$ cat src/rtl/fifo_ctrl_if.sv
// fifo_ctrl_if: request/data/status bundle between a FIFO user and the fifo_ctrl core.
interface fifo_ctrl_if #(parameter int DATA_WIDTH = 32);
   logic                  wr_en;
   logic                  rd_en;
   logic [DATA_WIDTH-1:0] din;
   logic [DATA_WIDTH-1:0] dout;
   logic [2:0]            state;
   logic [3:0]            data_count;
   modport master (output wr_en, rd_en, din, input dout, state, data_count);
   modport slave (input wr_en, rd_en, din, output dout, state, data_count);
endinterface

$ cat src/rtl/fifo_ctrl.sv
// fifo_ctrl: 8-entry FIFO state, pointers, occupancy and storage.
// Define FIFO_DOUT_CLEAR_EN to zero dout on every edge that does not perform a read.
module fifo_ctrl #(parameter int DATA_WIDTH = 32) (
   input logic        clk,
   input logic        reset_n,
   fifo_ctrl_if.slave bus
);
   localparam logic [2:0] INIT     = 3'b000;
   localparam logic [2:0] NO_OP    = 3'b001;
   localparam logic [2:0] WRITE    = 3'b010;
   localparam logic [2:0] WR_ERROR = 3'b011;
   localparam logic [2:0] READ     = 3'b100;
   localparam logic [2:0] RD_ERROR = 3'b101;
   logic [DATA_WIDTH-1:0] mem [8];
   logic [DATA_WIDTH-1:0] dout;
   logic [2:0]            state, nxt, head, tail;
   logic [3:0]            count;
   always_comb
      nxt = (bus.wr_en & ~bus.rd_en) ? ((count == 4'd8) ? WR_ERROR : WRITE) :
            (bus.rd_en & ~bus.wr_en) ? ((count == 4'd0) ? RD_ERROR : READ) : NO_OP;
   // Storage is deliberately not reset; the reset_n gate keeps a reset edge from writing.
   always_ff @(posedge clk)
      if (reset_n && nxt == WRITE) mem[tail] <= bus.din;
   always_ff @(posedge clk or negedge reset_n)
      if (!reset_n) begin
         state <= INIT;
         count <= '0;
         head  <= '0;
         tail  <= '0;
         dout  <= '0;
      end else begin
         state <= nxt;
         if (nxt == WRITE) begin
            tail  <= tail + 3'd1;
            count <= count + 4'd1;
         end
         if (nxt == READ) begin
            head  <= head + 3'd1;
            count <= count - 4'd1;
         end
`ifdef FIFO_DOUT_CLEAR_EN
         dout <= (nxt == READ) ? mem[head] : '0;
`else
         if (nxt == READ) dout <= mem[head];
`endif
      end
   assign bus.state      = state;
   assign bus.data_count = count;
   assign bus.dout       = dout;
endmodule
$ cat src/flat_wrapper.sv
// flat-port wrapper written by rule: the top's interface ports become plain ports
module fifo_ctrl_flat 
#(parameter int DATA_WIDTH = 32)
  (clk, reset_n, bus_wr_en, bus_rd_en, bus_din, bus_dout, bus_state, bus_data_count);
  fifo_ctrl_if #(.DATA_WIDTH(DATA_WIDTH)) bus_i ();
  input logic clk;
  input logic reset_n;
  input wire logic [$bits(bus_i.wr_en)-1:0] bus_wr_en;
  input wire logic [$bits(bus_i.rd_en)-1:0] bus_rd_en;
  input wire logic [$bits(bus_i.din)-1:0] bus_din;
  output wire logic [$bits(bus_i.dout)-1:0] bus_dout;
  output wire logic [$bits(bus_i.state)-1:0] bus_state;
  output wire logic [$bits(bus_i.data_count)-1:0] bus_data_count;
  assign bus_i.wr_en = bus_wr_en;
  assign bus_i.rd_en = bus_rd_en;
  assign bus_i.din = bus_din;
  assign bus_dout = bus_i.dout;
  assign bus_state = bus_i.state;
  assign bus_data_count = bus_i.data_count;
  fifo_ctrl #(.DATA_WIDTH(DATA_WIDTH)) u_core (.clk(clk), .reset_n(reset_n), .bus(bus_i));
endmodule
$ cat config.mk
export PLATFORM = sky130hd
export DESIGN_NAME = fifo_ctrl_flat
export DESIGN_NICKNAME = d
export VERILOG_FILES = /design/src/rtl/fifo_ctrl_if.sv /design/src/rtl/fifo_ctrl.sv /design/src/flat_wrapper.sv
export SDC_FILE = /design/constraint.sdc
export NUM_CORES = 1
export LEC_CHECK = 0
export BUFFER_PORTS_ARGS = -buffer_cell sky130_fd_sc_hd__buf_2
export CAP_MARGIN = 20
export CELL_PAD_IN_SITES_DETAIL_PLACEMENT = 1
export CELL_PAD_IN_SITES_GLOBAL_PLACEMENT = 2
export CORE_MARGIN = 5
export CORE_UTILIZATION = 45
export CTS_BUF_LIST = sky130_fd_sc_hd__clkbuf_16
export CTS_CLUSTER_DIAMETER = 80
export DETAILED_ROUTE_END_ITERATION = 12
export HOLD_SLACK_MARGIN = 0.08
export PLACE_DENSITY_LB_ADDON = 0.25
export SLEW_MARGIN = 15
export SYNTH_ARGS = -nofsm -noshare
export SYNTH_HDL_FRONTEND = slang
export SYNTH_SLANG_ARGS = --single-unit
$ cat constraint.sdc
create_clock -name clk -period 4.1 [get_ports clk]
set_clock_uncertainty 0.15 [all_clocks]
set_input_delay 1.025 -clock clk [delete_from_list [all_inputs] [get_ports clk]]
set_output_delay 1.025 -clock clk [all_outputs]
set_load 0.005 [all_outputs]
After elaboration in Yosys (flattened, before gate mapping)
Memory sizes are Yosys's and may differ from the RTL's. A register that Yosys moved wholly into a read port is not among the register bits.
Index checks and enable logic that the tools add are counted.
Widths: inputs -> output; s select.
{"block": "word_totals", "regBits": 13, "latchBits": 0, "ram_bits": 256, "romBits": 0, "input_bits": 36, "out_inout_bits": 39, "word_cells": 28, "mem_count": 1}
{"block": "op_classes", "addsub": 4, "multipliers": 0, "div_mod_pow": 0, "order_cmp": 0, "n_eq_ne": 3, "shifts": 0, "n_mux": 8, "n_bitwise": 4, "n_reduce_logical": 4}
{"name": "u_core.mem", "depth": 8, "width": 32, "read_ports": 1, "rd_clocked_by_memory_dff": 1, "write_ports": 1, "line": "fifo_ctrl.sv:14", "rtl": "logic [DATA_WIDTH-1:0] mem [8];"}
{"op": "$mux 4", "n": 2}
{"op": "$add 3x1->3 const B", "n": 2}
{"op": "$mux 3", "n": 2}
{"op": "$add 4x1->4 const B", "n": 1}
{"op": "$eq 4x4->1 const B", "n": 1}
{"op": "$logic_not 4->1", "n": 1}
{"op": "$mux 1", "n": 4}
{"op": "$sub 4x1->4 const B", "n": 1}
{"op": "$eq 3x2->1 const B", "n": 1}
{"op": "$eq 3x3->1 const B", "n": 1}
{"op": "$and 1x1->1", "n": 2}
{"op": "$not 1->1", "n": 2}
{"op": "$reduce_bool 2->1", "n": 1}
{"op": "$logic_and 1x1->1", "n": 1}
{"op": "$logic_not 1->1", "n": 1}

Longest topological paths before layout
Gate-level depths: netlist of run 1.
{"block": "logic_depth", "depth_word": 8, "depth_mapped": 9, "mapped_depth_nobuf": 8}

Least setup slack after synthesis of run 1
OpenSTA, ideal clock, no wires.
{"block": "synth_path", "kind": "input to register", "from": "input port bus_wr_en", "to": "memory u_core.mem[3][0], enable pin", "setup_time_ps": 461, "arrival_ps": 3814, "slack_ps": -325, "stages": 4, "n_path_buf": 0, "cell_sequence": "nor2b_1 -> o21a_1 -> nand2_1 -> nor3_1"}
{"block": "synth_via", "elab_chain_len": 8, "word_cells_on_any_way": 9, "cone_classes": "eq/ne: 1; mux: 4; bitwise: 3; reduce/logical: 1"}
{"item": "from (decl)", "line": "flat_wrapper.sv:8", "rtl": "input wire logic [$bits(bus_i.wr_en)-1:0] bus_wr_en;"}
{"item": "$not 1->1", "line": "fifo_ctrl.sv:20", "rtl": "(bus.rd_en & ~bus.wr_en) ? ((count == 4'd0) ? RD_ERROR : READ) : NO_OP;"}
{"item": "$and 1x1->1", "line": "fifo_ctrl.sv:20"}
{"item": "$mux 3", "line": "fifo_ctrl.sv:20"}
{"item": "$mux 3 (*)", "line": "fifo_ctrl.sv:19", "rtl": "nxt = (bus.wr_en & ~bus.rd_en) ? ((count == 4'd8) ? WR_ERROR : WRITE) :"}
{"item": "$eq 3x2->1 (*)", "line": "fifo_ctrl.sv:23", "rtl": "if (reset_n && nxt == WRITE) mem[tail] <= bus.din;"}
{"item": "$logic_and 1x1->1 (*)", "line": "fifo_ctrl.sv:23"}
{"item": "$mux 1 (*)", "line": "fifo_ctrl.sv:23"}
{"item": "$mux 1 (not written as such) (*)", "line": "fifo_ctrl.sv:23"}
{"item": "to (decl)", "line": "fifo_ctrl.sv:14"}
Every way passes the cells marked *; elsewhere a longest branch is shown, timed or not.

Final worst setup path of run 1
{"block": "layout_path", "from": "input port bus_rd_en", "to": "memory u_core.mem[0][13], enable pin"}
{"block": "layout_via", "elab_chain_len": 7, "word_cells_on_any_way": 9, "cone_classes": "eq/ne: 1; mux: 4; bitwise: 3; reduce/logical: 1"}
{"item": "from (decl)", "line": "flat_wrapper.sv:9", "rtl": "input wire logic [$bits(bus_i.rd_en)-1:0] bus_rd_en;"}
{"item": "$not 1->1", "line": "fifo_ctrl.sv:19"}
{"item": "$and 1x1->1", "line": "fifo_ctrl.sv:19"}
{"item": "$mux 3", "line": "fifo_ctrl.sv:19"}
{"item": "net u_core.nxt[1]", "line": "fifo_ctrl.sv:16", "rtl": "logic [2:0] state, nxt, head, tail;"}
{"item": "$eq 3x2->1", "line": "fifo_ctrl.sv:23"}
{"item": "$logic_and 1x1->1", "line": "fifo_ctrl.sv:23"}
{"item": "$mux 1", "line": "fifo_ctrl.sv:23"}
{"item": "$mux 1 (not written as such)", "line": "fifo_ctrl.sv:23"}
The timed path passes the listed nets, and every way through them passes these cells.

==> results.yml, run 1 <==
yosys:
  synth_top_area_share_pct: 66.7
  synthesis.nets: 720
  synth-seq-cells: 301
  synth_cells: 679
  synth-main-ff-cell: "edfxtp_1"
  ys_top_cells_by_count: "256 x edfxtp_1, 129 x mux2i_1, 72 x nand2_1"
  ys_seq_area_share_pct: 76.5
  yosys-top-cells-area: "edfxtp_1 67%, mux2i_1 11%, dfrtp_1 9.8%"
  synth_edf_count: 256
  yosys_warnings: 0
  async_flop_share_pct: 15.0
  synth_area_um2: 11500
  synth_top_area_cell: "edfxtp_1"
  synth_most_common_cell: "edfxtp_1"
  synth_cell_types: 28
  syn_area_per_cell_um2: 17.0
placement:
  io_buffer_count: 74
  place_ws_ns: 0.803
  routabilityCongestion: 0.750
  dp_hpwl_um: 15500
critical_path:
  cp-startpoint: "bus_rd_en"
  cp-end-kind: "flip-flop"
  critPathArrivalTime_ns: 2.85
  path_class: "in2reg"
  cp-start-kind: "input pin"
  path_max_fanout: 17
  path_cells: "buf_2 -> nor2b_1 -> o21a_1 -> nand2b_1 -> nor2_4 -> buf_12"
  cp.required_ns: 4.19
  crit_slowest_cell: "nor2_4"
  reg2reg_slack_ns: 1.59
  r2r_start: "u_core.bus.data_count[1]$_DFFE_PN0P_"
  worst_path_largest_cell_delay_ns: 0.54
clock_tree:
  clock-sinks: 301
  cts_setup_buffers: 0
  cts_root_buf: "clkbuf_16"
  clk_latency_ns: 0.55
  cts_tree: "done"
  cts.repair.resized: 0
  ctsHoldBuffers: 0
  htree_num_levels: 1
  cts_max_path_buffers: 3
  numCtsBuffers: 30
  path_clk_slew_ns: 0.06
die:
  dieHeight_um: 170
  die_area_um2: 28900
  rows: 58
  die_w_um: 170
  initial_core_util_pct: 45.7
  io_pins: 75
  core_area_um2: 25200
routing:
  drtIter0Drc: 510
  wl_met3_um: 1000
  dr.max_layer_used: "met4"
  vias: 6122
  routed_via_density: 5.44
  wl_met1_um: 11100
  wl_met2_um: 12900
  wire_per_inst_um: 22.6
  ant_nets: 0
  remaining_drc_errors: 0
  firstDrtPassIters: 5
  totalWireLength_um: 25500
finish:
  fillCellCount: 2324
  num_antenna_cells: 0
  fin_nets: 813
  area_growth_pct: 16.1
  drive_gt1_share_pct: 19.1
worst_hold_path:
  hold_class: "reg2reg"
  min_from: "u_core.bus.dout[1]$_DFFE_PN0P_"
power:
  p_leak_uw: 0.00509
  powerDensity_nw_per_um2: 648
  ir_drop_mv: 0.354
global_routing:
  grt_pass1_wl_um: 39500
  grt_antenna_before_repair: 0
  grt_start_max_net_pins: 51
  grt-ovfl-total: 0
  grt_pass1_vias: 6748
  grt_use_total_pct: 17.7
run:
  max_cap_violations: 0
sta:
  grt_setup_unrepaired: "false"
  tightest_slew_ns: 1.05
  setup_viol_count_final: 0
  max-slew-margin-rel_pct: 29.4
  finalWorstSetupSlack_ns: 1.35
  drv_slew: 0
  post-route-min-period_ns: 2.75
  setup_tns_ns: 0
  max_freq_mhz: 363
  final_hold_viol_count: 0
  fin_crit_sh_pct: 67.2
outcome:
  outcome: "finished, final reports clean"
-- per-layer routing --
metal / vias to the layer above / track usage (%)
li1: 2795 / -
met1: 3158 / 23.9
met2: 134 / 30.5
met3: 35 / 2.49
met4: 0 / 4.31
met5: - / 0
-- per-stage QoR --
step / util, % / cells / total power [µW] / hold slack [ns] / cell area, µm²
floorplan: - / 679 / 5350 / 0.320 / 11500
detailed placement: 49.3 / 1070 / 6130 / 0.310 / 12400
global placement: 49.3 / 1070 / 6040 / 0.303 / 12400
CTS: 53.1 / 1126 / 8780 / 0.328 / 13400
finish: 53.1 / 1126 / 8660 / 0.323 / 13400
global route: 53.1 / 1126 / 9110 / 0.343 / 13400
-- worst max-delay path, delay by kind of cell --
kind / cells / cell delay [ns]
and+or+nand+nor: 3 / 1.08
buffers and inverters: 2 / 0.35
AOI/OAI and AO/OA: 1 / 0.35
-- power breakdown --
| part | internal (µW) | total [µW] | switching (µW) |
|---|---|---|---|
| sequential | 3640 | 3950 | 313 |
| combinational | 903 | 2090 | 1190 |
| clock | 1540 | 2620 | 1080 |
| total | 6080 | 8660 | 2580 |
-- cells in the final DEF, fill, tap and decap left out, drive strengths merged --
cell type / n
nor2b: 4
nand2b: 1
mux2i: 129
o21ai: 1
nor2: 6
a21oi: 2
nand2: 72
mux2: 2
clkinv: 15
edfxtp: 256
xor2: 1
o21a: 1
xnor2: 7
dfrtp: 45
or3b: 1
a22oi: 64
inv: 12
and2: 1
fa: 1
bufinv: 3
nand3: 33
nor3: 4
clkbuf: 31
ha: 4
or3: 1
a21o: 1
o22a: 1
buf: 97
-- registers in the layout (all words and copies together) (netlist names) --
signal / count
u_core.mem: 256
u_core.bus.state: 3
u_core.tail: 3
u_core.bus.dout: 32
u_core.bus.data_count: 4
u_core.head: 3
-- final timing paths --
path	end	cells past startpoint
setup / recovery	u_core.mem[0][13]$_DFFE_PP_	6
hold / removal	u_core.bus.dout[1]$_DFFE_PN0P_	2
setup reg to reg	u_core.mem[0][13]$_DFFE_PP_	5
hold reg to reg	u_core.bus.dout[1]$_DFFE_PN0P_	2
max in group asynchronous	u_core.bus.dout[22]$_DFFE_PN0P_	3
min in group asynchronous	u_core.head[0]$_DFFE_PN0P_	2
-- final cells by class --
cell class	instances	area (µm²)	area share (%)
Timing Repair Buffer	97	581	4.34
Multi-Input combinational cell	337	2590	19.4
Tap cell	330	413	3.09
Clock inverter	25	176	1.32
Inverter	5	18.8	0.140
Clock buffer	31	776	5.80
Sequential cell	301	8820	65.9
-- cell families (layout without fill, tap and decap cells) --
logic type               Yosys count  after routing  share of synthesized area (%)
flip-flops                       301            301                           76.5
multiplexers                     131            131                           11.4
AND/OR/NAND/NOR                  123            123                           4.65
AO/OA/AOI/OAI                     70             70                           4.61
buffers and inverters             41            158                           1.62
XOR/XNOR                           8              8                          0.608
adder cells (fa/ha/maj)            5              5                          0.608
(Power assumes the default switching activity.)
==> run 2: changes to the inputs <==
Settings changed: ABC_AREA set to 1, CORE_UTILIZATION 45 to 36.
Clock period 4.1 ns to 2.4 ns, I/O delays scaled along.
==> run 2 against run 1 <==
Against the previous run:
- flip-flop and latch count stayed put
- synthesized cell count is 76% higher
- utilization is 10 points lower
- combinational power is 120% higher
- critical endpoint is now u_core.mem[7][15]$_DFFE_PP_
- worst setup slack worse by 1.0 ns
- power is 85% higher
- cell count is 56% higher
- clock power is 85% higher
- non-clock buffer count is 5 higher
- critical path type unchanged
- global-route usage is 1.8 points lower
- die area is 35% higher
- via count is 34% higher
- highest routed layer unchanged
==> results.yml, run 2 <==
placement:
  dpl.cell_count: 1696
  place_area_um2: 13700
  routabilityCongestion: 0.694
  io_buffer_count: 74
  place_ws_ns: 0.159
  dp_hpwl_um: 17900
worst_hold_path:
  hold_class: "in2reg"
die:
  core_area_um2: 34600
  io_pins: 75
  die_w_um: 197
  dieHeight_um: 197
  initial_core_util_pct: 36.5
  rows: 68
  die_area_um2: 38900
global_routing:
  grt_start_max_net_pins: 130
  grt_pass1_vias: 8759
  grt_pass1_wl_um: 48700
  grt_use_total_pct: 15.9
  grt-ovfl-total: 0
  grt_antenna_before_repair: 0
finish:
  layout_common_cells: "399 x nand2_1, 256 x edfxtp_1, 214 x inv_1"
  fin_nets: 1320
  final_common_cell: "nand2_1"
  drive_gt1_share_pct: 12.7
  fin_area_um2: 14800
  stdcell_count: 1760
  final_core_util_pct: 42.7
  num_antenna_cells: 0
  largest_reg_flops: 256
  top_register: "u_core.mem"
  area_growth_pct: 17.0
outcome:
  outcome: "finished, final reports clean"
sta:
  grt_setup_unrepaired: "false"
  worst_hold_slack_ns: 0.148
  fin_crit_sh_pct: 86.6
  final_hold_viol_count: 0
  post-route-min-period_ns: 2.08
  drv_slew: 0
  tightest_slew_ns: 0.634
  setup_viol_count_final: 0
  max_freq_mhz: 481
  max-slew-margin-rel_pct: 57.7
  finalWorstSetupSlack_ns: 0.321
yosys:
  async_flop_share_pct: 15.0
  synthMuxAreaShare_pct: 0
  synth_xor_area_share_pct: 0.347
  synth_most_common_cell: "nand2_1"
  synth_edf_count: 256
  ys_top_cells_by_count: "399 x nand2_1, 256 x edfxtp_1, 206 x inv_1"
  syn_area_per_cell_um2: 10.6
  synth_area_um2: 12600
  synth-seq-cells: 301
  synth_cell_types: 24
  synthesis.nets: 1236
  yosys.area_share.simple_pct: 20.6
  yosys-top-cells-area: "edfxtp_1 61%, nand2_1 12%, dfrtp_1 8.9%"
  synth_top_area_cell: "edfxtp_1"
  synth_compound_area_share_pct: 0.159
  yosys_warnings: 0
  synth_adder_area_share_pct: 0.555
  synth_top_area_share_pct: 60.9
  ys_seq_area_share_pct: 69.8
  synth_top_family_by_area: "simple AND/OR/NAND/NOR gates"
  synth-main-ff-cell: "edfxtp_1"
  synth_cells: 1195
critical_path:
  path_cells: "dlygate4sd3_1 -> buf_2 -> nand4_1 -> nor2_4 -> buf_12"
  cp-start-kind: "input pin"
  critPathArrivalTime_ns: 2.12
  cp-end-kind: "flip-flop"
  worst_path_largest_cell_delay_ns: 0.53
  path_class: "in2reg"
  crit_slowest_cell: "dlygate4sd3_1"
  path_max_fanout: 32
  cp.required_ns: 2.44
clock_tree:
  path_clk_slew_ns: 0.06
  htree_num_levels: 2
  numCtsBuffers: 35
  clk_latency_ns: 0.52
  cts_root_buf: "clkbuf_16"
  clock-sinks: 301
  cts_tree: "done"
  cts_max_path_buffers: 3
  cts_setup_buffers: 0
routing:
  totalWireLength_um: 30600
  remaining_drc_errors: 0
  ant_nets: 0
  wire_per_inst_um: 17.4
  routed_via_density: 4.65
  vias: 8191
  firstDrtPassIters: 5
  drtIter0Drc: 314
power:
  ir_drop_mv: 0.754
  powerDensity_nw_per_um2: 1080
  p_leak_uw: 0.00652
run:
  max_cap_violations: 0
-- run 2: cell families (layout without fill, tap and decap cells) --
group	Yosys count	count (layout)
AOI/OAI and AO/OA	4	4
xor gates and xnor gates	5	5
DFF	301	301
buffers and inverters	264	374
adders and majority gates	5	5
and+or+nand+nor	616	616
-- run 2: critical path: cells and delay by family --
kind,cells,cell delay [ns]
buf+inv,3,0.96
simple gates,2,0.53
-- run 2: through the flow --
stage          setup TNS, ns  total power (µW)
2_1_floorplan         -98.56              9650
3_3_place_gp               0             11400
3_5_place_dp               0             11400
4_1_cts                    0             16400
5_1_grt                    0             17200
6_report                   0             16000
-- run 2: worst paths after layout --
path                                                 startpoint                         endpoint  slack [ns]  cells after the start
max in group asynchronous                               reset_n  u_core.bus.dout[31]$_DFFE_PN0P_        1.05                      3
min in group asynchronous                               reset_n       u_core.tail[1]$_DFFE_PN0N_        0.31                      2
setup reg to reg           u_core.bus.data_count[0]$_DFFE_PN0P_      u_core.mem[7][15]$_DFFE_PP_        0.43                      5
hold / removal                                        bus_wr_en    u_core.bus.state[2]$_DFF_PN0_        0.15                      2
setup / recovery                                        reset_n      u_core.mem[7][15]$_DFFE_PP_        0.32                      5
hold reg to reg                  u_core.bus.dout[4]$_DFFE_PN0P_   u_core.bus.dout[4]$_DFFE_PN0P_        0.32                      2
-- run 2: area by class of cell --
type / count / area (µm²)
fillers: 3795 / 19800
flip-flops and latches: 301 / 8820
multi-input cells: 630 / 2800
clock buffers: 36 / 901
inverters: 209 / 790
repair buffers: 102 / 746
well taps: 455 / 569
clock inverters: 27 / 159
-- run 2: power by group --
group / leakage (µW) / internal, µW / switching, µW / total [µW]
clock: 0.000550 / 2830 / 2030 / 4860
sequential: 0.00286 / 6210 / 266 / 6480
combinational: 0.00311 / 1540 / 3160 / 4700
-- run 2: repair_timing --
item / in CTS / in global routing
endpoints found under the hold margin: 11 / 0
hold buffers: 1 / 0
resized for setup: 0 / 0
-- run 2: routing by layer --
layer	routed length [µm]	track usage [%]	up-vias
met4	585	3.75	0
met2	15500	28.4	101
met5	0	0	-
met1	13600	20.4	4038
li1	-	-	4003
met3	908	2.35	49
==> run 3: changes to the inputs <==
Settings changed: CORE_UTILIZATION 36 to 38, CTS_BUF_LIST sky130_fd_sc_hd__clkbuf_16 to sky130_fd_sc_hd__clkbuf_8.
==> run 3 against run 2 <==
Against the previous run:
- clock-buffer cell count grew 28
- cell count grew 1.5%
- first-iteration DRC count grew 16%
- critical path depth grew 2
- via count grew 3.8%
- clock power shrank 8.6%
- register-to-register slack lost 0.02 ns
- worst hold slack gained 0.015 ns
- utilization grew 2.5 points
- largest cell class unchanged
- combinational power is essentially flat
==> results.yml, run 3 (same netlist as run 2, synthesis figures left out) <==
placement:
  place_area_um2: 13700
  routabilityCongestion: 0.716
  io_buffer_count: 74
  dp_hpwl_um: 18800
clock_tree:
  cts_tree: "done"
  cts_root_buf: "clkbuf_8"
  clk_latency_ns: 0.57
  clock-sinks: 301
  cts.repair.resized: 0
  numCtsBuffers: 53
  cts_max_path_buffers: 3
  htree_num_levels: 2
  path_clk_slew_ns: 0.06
finish:
  layout_common_cells: "399 x nand2_1, 256 x edfxtp_1, 235 x inv_1"
  area_growth_pct: 16.9
  largest_reg_flops: 256
  fin_nets: 1341
  fin_area_um2: 14800
  drive_gt1_share_pct: 14.0
  final_common_cell: "nand2_1"
  top_register: "u_core.mem"
  num_antenna_cells: 0
power:
  p_leak_uw: 0.00661
  powerDensity_nw_per_um2: 1060
  ir_drop_mv: 0.535
  total_power_uw: 15600
critical_path:
  path_class: "in2reg"
  cp-startpoint: "bus_wr_en"
  path_max_fanout: 30
  timing.rr.end: "u_core.mem[5][4]$_DFFE_PP_"
  crit_end: "u_core.mem[5][4]$_DFFE_PP_"
  reg2reg_depth: 5
  cp-start-kind: "input pin"
  reg2reg_slack_ns: 0.41
  r2r_start: "u_core.bus.data_count[0]$_DFFE_PN0P_"
  cp-end-kind: "flip-flop"
  cp.required_ns: 2.50
  critPathArrivalTime_ns: 2.33
die:
  io_pins: 75
  core_area_um2: 32700
  die_w_um: 192
  rows: 66
  die_area_um2: 37000
  initial_core_util_pct: 38.6
  dieHeight_um: 192
routing:
  wire_per_inst_um: 17.5
  drtIter0Drc: 363
  vias: 8504
  totalWireLength_um: 31300
  remaining_drc_errors: 0
  routed_via_density: 4.76
  firstDrtPassIters: 4
  ant_nets: 0
global_routing:
  grt_start_max_net_pins: 130
  grt-ovfl-total: 0
  grt_use_total_pct: 17.3
  grt_pass1_wl_um: 49900
  grt_antenna_before_repair: 0
  grt_pass1_vias: 9117
run:
  max_cap_violations: 0
sta:
  post-route-min-period_ns: 2.23
  grt_setup_unrepaired: "false"
  final_hold_viol_count: 0
  tightest_slew_ns: 0.658
  fin_crit_sh_pct: 93.1
  max-slew-margin-rel_pct: 56.1
  setup_tns_ns: 0
  setup_viol_count_final: 0
  drv_slew: 0
  max_freq_mhz: 447
worst_hold_path:
  min_from: "bus_din[28]"
  hold_class: "in2reg"
  holdPathStages: 1
outcome:
  outcome: "finished, final reports clean"
## run 3: per-layer routing
metal  vias up  track usage [%]  part of all wire (%)  wire (µm)
li1       4060                -                     -          -
met1      4295             22.1                    44      13900
met2       107             30.7                    51      16000
met3        42             2.80                   3.2        992
met4         0             4.36                   1.5        471
met5         -                0                     0          0
## run 3: through the flow
step | setup slack (ns) | util [%] | hold WS [ns] | std cells
2_1_floorplan | -0.455 | - | 0.154 | 1195
5_1_grt | 0.102 | 45.1 | 0.132 | 1786
6_report | 0.165 | 45.1 | 0.163 | 1786
4_1_cts | 0.157 | 45.1 | 0.123 | 1786
3_3_place_gp | 0.128 | 41.9 | 0.285 | 1684
3_5_place_dp | 0.0958 | 41.9 | 0.290 | 1684
## run 3: how the worst min path moves through the flow
stage	endpoint	slack [ns]
floorplan	u_core.bus.data_count[0]$_DFFE_PN0P_	0.15
global placement	u_core.tail[1]$_DFFE_PN0N_	0.28
detailed placement	u_core.tail[1]$_DFFE_PN0N_	0.29
CTS	u_core.mem[7][21]$_DFFE_PP_	0.12
global route	u_core.mem[0][28]$_DFFE_PP_	0.13
finish	u_core.mem[0][28]$_DFFE_PP_	0.16
## run 3: final cells by class
class / count / area, µm²
repair buffers: 105 / 786
multi-input cells: 630 / 2800
inverters: 209 / 788
flip-flops and latches: 301 / 8820
clock buffers: 64 / 881
clock inverters: 35 / 138
well taps: 442 / 553
fillers: 3640 / 17900
## run 3: repair_timing
action,4_1_cts,5_1_grt
hold endpoints to repair,5,0
setup buffers,0,0
hold buffers,3,0
## run 3: critical path: stages
cell	delay, ns
dlygate4sd3_1	0.52
buf_2	0.13
inv_1	0.06
nor2_4	0.15
nand4_1	0.33
nor2_4	0.26
buf_12	0.26
## run 3: where the power goes
part	internal, µW	total, µW	switching, µW
Combinational	1550	4720	3170
Sequential	6210	6480	266
Clock	2400	4440	2050
Total	10200	15600	5480
